--- src/rtl/runway_scheduler.sv ---
// Shared-runway arbiter: round-robin grant between arrival and departure,
// fixed occupancy plus clearance window, drives the airport wind/pattern select.
module runway_scheduler #(
    parameter int OCCUPY_CYCLES = 8,
    parameter int CLEAR_CYCLES  = 2
) (
    input  logic       clk,
    input  logic       reset,
    input  logic       arr_req,
    input  logic       dep_req,
    input  logic [1:0] wind,
    output logic       arr_gnt,
    output logic       dep_gnt,
    output logic       busy,
    output logic [1:0] w_out,
    output logic [1:0] state
);
    localparam int MAXC = (OCCUPY_CYCLES > CLEAR_CYCLES) ? OCCUPY_CYCLES : CLEAR_CYCLES;
    localparam int CW   = (MAXC > 1) ? $clog2(MAXC) : 1;
    localparam logic [CW-1:0] OCC_LOAD = CW'(OCCUPY_CYCLES - 1);
    localparam logic [CW-1:0] CLR_LOAD = CW'(CLEAR_CYCLES - 1);

    typedef enum logic [1:0] {
        IDLE     = 2'b00,
        GRANT    = 2'b01,
        OCCUPIED = 2'b10,
        CLEAR    = 2'b11
    } state_t;

    state_t        cur, nxt;
    logic [CW-1:0] cnt, cnt_n;
    logic          last_dep, last_dep_n;
    logic [1:0]    lw, lw_n;
    logic          arr_gnt_n, dep_gnt_n, busy_n;
    logic [1:0]    w_out_n;

    always_comb begin
        nxt        = cur;
        cnt_n      = cnt;
        last_dep_n = last_dep;
        lw_n       = lw;
        case (cur)
            IDLE: begin
                if (wind != 2'b11 && (arr_req || dep_req)) begin
                    nxt        = GRANT;
                    lw_n       = wind;
                    // on a tie, serve whoever was not served last
                    last_dep_n = !(arr_req && (!dep_req || last_dep));
                end
            end
            GRANT: begin
                nxt   = OCCUPIED;
                cnt_n = OCC_LOAD;
            end
            OCCUPIED: begin
                if (cnt == '0) begin
                    nxt   = CLEAR;
                    cnt_n = CLR_LOAD;
                end else begin
                    cnt_n = cnt - 1'b1;
                end
            end
            CLEAR: begin
                if (cnt == '0) nxt = IDLE;
                else           cnt_n = cnt - 1'b1;
            end
            default: nxt = IDLE;
        endcase

        // outputs are registered from the next state so they line up with it
        arr_gnt_n = (nxt == GRANT) && !last_dep_n;
        dep_gnt_n = (nxt == GRANT) &&  last_dep_n;
        busy_n    = (nxt != IDLE);
        w_out_n   = (nxt == GRANT || nxt == OCCUPIED) ? lw_n : 2'b00;
    end

    always_ff @(posedge clk) begin
        if (reset) begin
            cur      <= IDLE;
            cnt      <= '0;
            last_dep <= 1'b1;
            lw       <= 2'b00;
            arr_gnt  <= 1'b0;
            dep_gnt  <= 1'b0;
            busy     <= 1'b0;
            w_out    <= 2'b00;
        end else begin
            cur      <= nxt;
            cnt      <= cnt_n;
            last_dep <= last_dep_n;
            lw       <= lw_n;
            arr_gnt  <= arr_gnt_n;
            dep_gnt  <= dep_gnt_n;
            busy     <= busy_n;
            w_out    <= w_out_n;
        end
    end

    assign state = cur;
endmodule

--- config.mk ---
export PLATFORM = sky130hd
export DESIGN_NAME = runway_scheduler
export DESIGN_NICKNAME = d
export VERILOG_FILES = /design/src/rtl/runway_scheduler.sv
export SDC_FILE = /design/constraint.sdc
export NUM_CORES = 1
export LEC_CHECK = 0
export CAP_MARGIN = 20
export CELL_PAD_IN_SITES_DETAIL_PLACEMENT = 0
export CELL_PAD_IN_SITES_GLOBAL_PLACEMENT = 1
export CORE_MARGIN = 4
export CORE_UTILIZATION = 25
export DETAILED_ROUTE_END_ITERATION = 10
export PLACE_DENSITY = 0.65
export SLEW_MARGIN = 20
export SYNTH_ARGS = -nofsm -noshare
export SYNTH_HDL_FRONTEND = slang
export SYNTH_SLANG_ARGS = --single-unit
--- constraint.sdc ---
create_clock -name clk -period 3.05 [get_ports clk]
set_clock_uncertainty 0.05 [all_clocks]
set_input_delay 0.305 -clock clk [delete_from_list [all_inputs] [get_ports clk]]
set_output_delay 0.305 -clock clk [all_outputs]
set_load 0.02 [all_outputs]
==> impl_metrics.csv <==
group,metric,value,unit
layout,fin_util,34.48,%
synth,synthTopCellsByCount,"dfxtp_1 (13), inv_1 (8), a31oi_1 (5)",
layout,n_fill_cell,249,
critical_path,crit_fanout,4,
clock_network,path_clk_slew,0.08,ns
synth,synth-compound-area-share,16.21,%
critical_path,cp-end-kind,"flop",
synth,ys.flop_type,"dfxtp_1",
synth,yosysWarnings,0,
place,gp_congestion,0.6860,
clock_network,cts_inserted_buffers,3,
synth,postSynthCellCount,67,
clock_network,cts.path.max_buffers,2,
timing,final_max_slew_viol_count,0,
floorplanning,rows,17,
floorplanning,start_util,27.31,%
floorplanning,die_area,3402,µm²
critical_path,start_kind,"flop",
drt,drc,0,
synth,async_reset_ff_share,0,%
drt,num_vias,530,
timing,fmax,532.3,MHz
timing,slew_headroom,70.52,%
clock_network,worstSkewPairLatency,0.28,ns
floorplanning,ioPinCount,13,
place,portBuffers,12,
clock_network,tritoncts,"built",
power_and_ir_drop,power.total,0.0004961,W
clock_network,cts.sinks,13,
critical_path,crit_slowest_cell,"or3b_4",
clock_network,cts_hold_buf,0,
drt,wl_per_cell,11.17,µm
worst_hold_path,worst_hold_path_type,"flop to flop",
place,place_inst,105,
timing,fin_crit,1.879,ns
critical_path,cpPeakStageDelay,0.38,ns
synth,synthesis.area,633.1,µm²
critical_path,crit_arrival,2.02,ns
status,status,"complete, no violations",
synth,synth_nets,77,
synth,ys_types,28,
synth,seq_area_frac_synth,41.11,%
critical_path,path_buf_inv,1,
grt,grt_pass1_vias,461,
drt,via_per_inst,4.862,
synth,synthSimpleGateAreaFrac,27.67,%
timing,finalHoldViolCount,0,
floorplanning,fp.dieH,58.33,µm
flow_run,max_cap_viol_count,0,
critical_path,required,3.19,ns
floorplanning,chipWidth,58.33,µm
drt,routed_wl,1.217,mm
clock_network,cts-resized-gates,0,
layout,finalNonFillerCells,109,
synth,yosys.area_share.adder,7.905,%
timing,finalSetupViolations,0,
critical_path,crit_path_frequent_cell,"ha_1",
place,hpwl,923.5,µm
layout,syn2layout_area_growth,26.28,%
critical_path,path_class,"flop to flop",
critical_path,rr_startpoint,"cnt[0]",
layout,layout-drive-gt1-share,11.11,%
critical_path,cp-startpoint,"cnt[0]",
power_and_ir_drop,power_per_cell_area,620.5,nW/µm²
layout,seqCellArea,260.3,µm²
grt,grt_pass1_wl,2.001,mm
layout,finalNetCount,92,
timing,finalCritPeriodShare,61.60,%
synth,synth_top_family_by_area,"simple AND/OR/NAND/NOR gates",
clock_network,post_cts.repair.setup_buffers,0,
layout,diodes,0,
synth,synth_most_common_cell,"dfxtp_1",
synth,ys_seq_elements,13,
synth,synthTopCellsByArea,"dfxtp_1 (41%), ha_1 (7.9%), a31oi_1 (4.9%)",
synth,synth_edf_count,0,
synth,synthMuxAreaShare,0,%
timing,worstMarginPinSlew,0.4408,ns
synth,yosysTopAreaCell,"dfxtp_1",
grt,antenna_found_initial,0,
timing,rsz0062_at_grt,"false",
synth,synth_area_per_cell,9.449,µm²
clock_network,root_buffer,"clkbuf_4",
layout,multi_input_area,327.8,µm²
timing,fin_setup_tns,0,ns
critical_path,critPathTopFamily,"simple AND/OR/NAND/NOR gates",
clock_network,cts_htree_levels,1,
drt,dr.pass1.iters,4,
synth,synth-xor-area-share,0,%
place,pre_cts_slack,1.097,ns
power_and_ir_drop,peakVddDrop,0.2477,mV
critical_path,cp_cell_sequence,"inv_1 > ha_1 > nand2b_4 > or3b_4 > nand3_1 > ha_1 > nor4_1",
drt,drt_iter0_markers,7,
grt,gr-total-overflow,0,
grt,grt_use_total,7.822,%
synth,synth.top_cell.area_share,41.11,%
floorplanning,core_area,2318,µm²
timing,timing.final.ws_setup,1.171,ns
grt,grt_max_degree,13,
power_and_ir_drop,leakage,0.3390,nW
worst_hold_path,min_from,"cnt[0]",
drt,ant_nets,0,
-- power breakdown --
part           total (W)  internal [W]  switching (W)
clock           0.000110     0.0000508      0.0000590
combinational   0.000168     0.0000821      0.0000860
sequential      0.000218      0.000196      0.0000221
total           0.000496      0.000329       0.000167
-- sequential cells by signal, indices dropped and copies added, names as in the netlist --
name	flops
dep_gnt	1
cnt	3
w_out	2
lw	2
arr_gnt	1
state	2
last_dep	1
busy	1
-- worst paths after layout --
kind              end  slack [ns]  cells past startpoint
min            cnt[0]        0.46                      2
max reg2reg  w_out[1]        1.17                      7
min reg2reg    cnt[0]        0.46                      2
max          w_out[1]        1.17                      7
-- routing by layer --
layer | track usage (%) | vias to the layer above | part of all wire (%)
li1 | - | 271 | -
met1 | 9.055 | 248 | 46
met2 | 12.28 | 9 | 47
met3 | 3.289 | 2 | 6.1
met4 | 3.974 | 0 | 0.66
met5 | 0 | - | 0
-- final cells by class --
class / count / share of cell area [%]
tap: 28 / 4.382
multi-input combinational: 44 / 41.00
clock buffer: 4 / 3.286
timing repair buffer: 12 / 15.02
sequential: 13 / 32.55
inverter: 8 / 3.756
-- metrics by stage --
step / cell area, µm² / hold slack (ns)
2_1_floorplan: 633.1 / 0.4057
3_3_place_gp: 773.2 / 0.4484
3_5_place_dp: 773.2 / 0.4570
4_1_cts: 799.5 / 0.4701
5_1_grt: 799.5 / 0.5012
6_report: 799.5 / 0.4648
-- kinds of logic (layout without fill, tap and decap cells) --
kind of cell / count (synthesis) / in the layout
AND/OR/NAND/NOR: 26 / 26
AO/OA/AOI/OAI: 14 / 14
flip-flops: 13 / 13
buffers and inverters: 10 / 24
adder cells (fa/ha/maj): 4 / 4
-- tightest hold or removal path, cell delays in order, from the launching register on --
cell     delay [ns]
dfxtp_1        0.32
inv_1          0.09
a21oi_1        0.07
-- cells in the final DEF (no fill, tap or decap) --
cell type,instances
a21oi_1,1
a31o_2,1
a31oi_1,5
and3_1,3
and3_4,1
clkbuf_1,1
clkbuf_4,3
clkdlybuf4s50_1,12
dfxtp_1,13
ha_1,4
inv_1,8
nand2_1,3
nand2b_1,1
nand2b_4,1
nand3_1,3
nand3b_1,1
nand4b_1,2
nor2_1,2
nor2_4,1
nor2b_1,1
nor3_1,2
nor4_1,2
o2111ai_1,2
o211a_1,2
o211ai_1,1
o21ai_1,1
o21bai_1,1
or2_4,1
or3_1,1
or3b_4,1
Power figures use the tool's default switching activity.
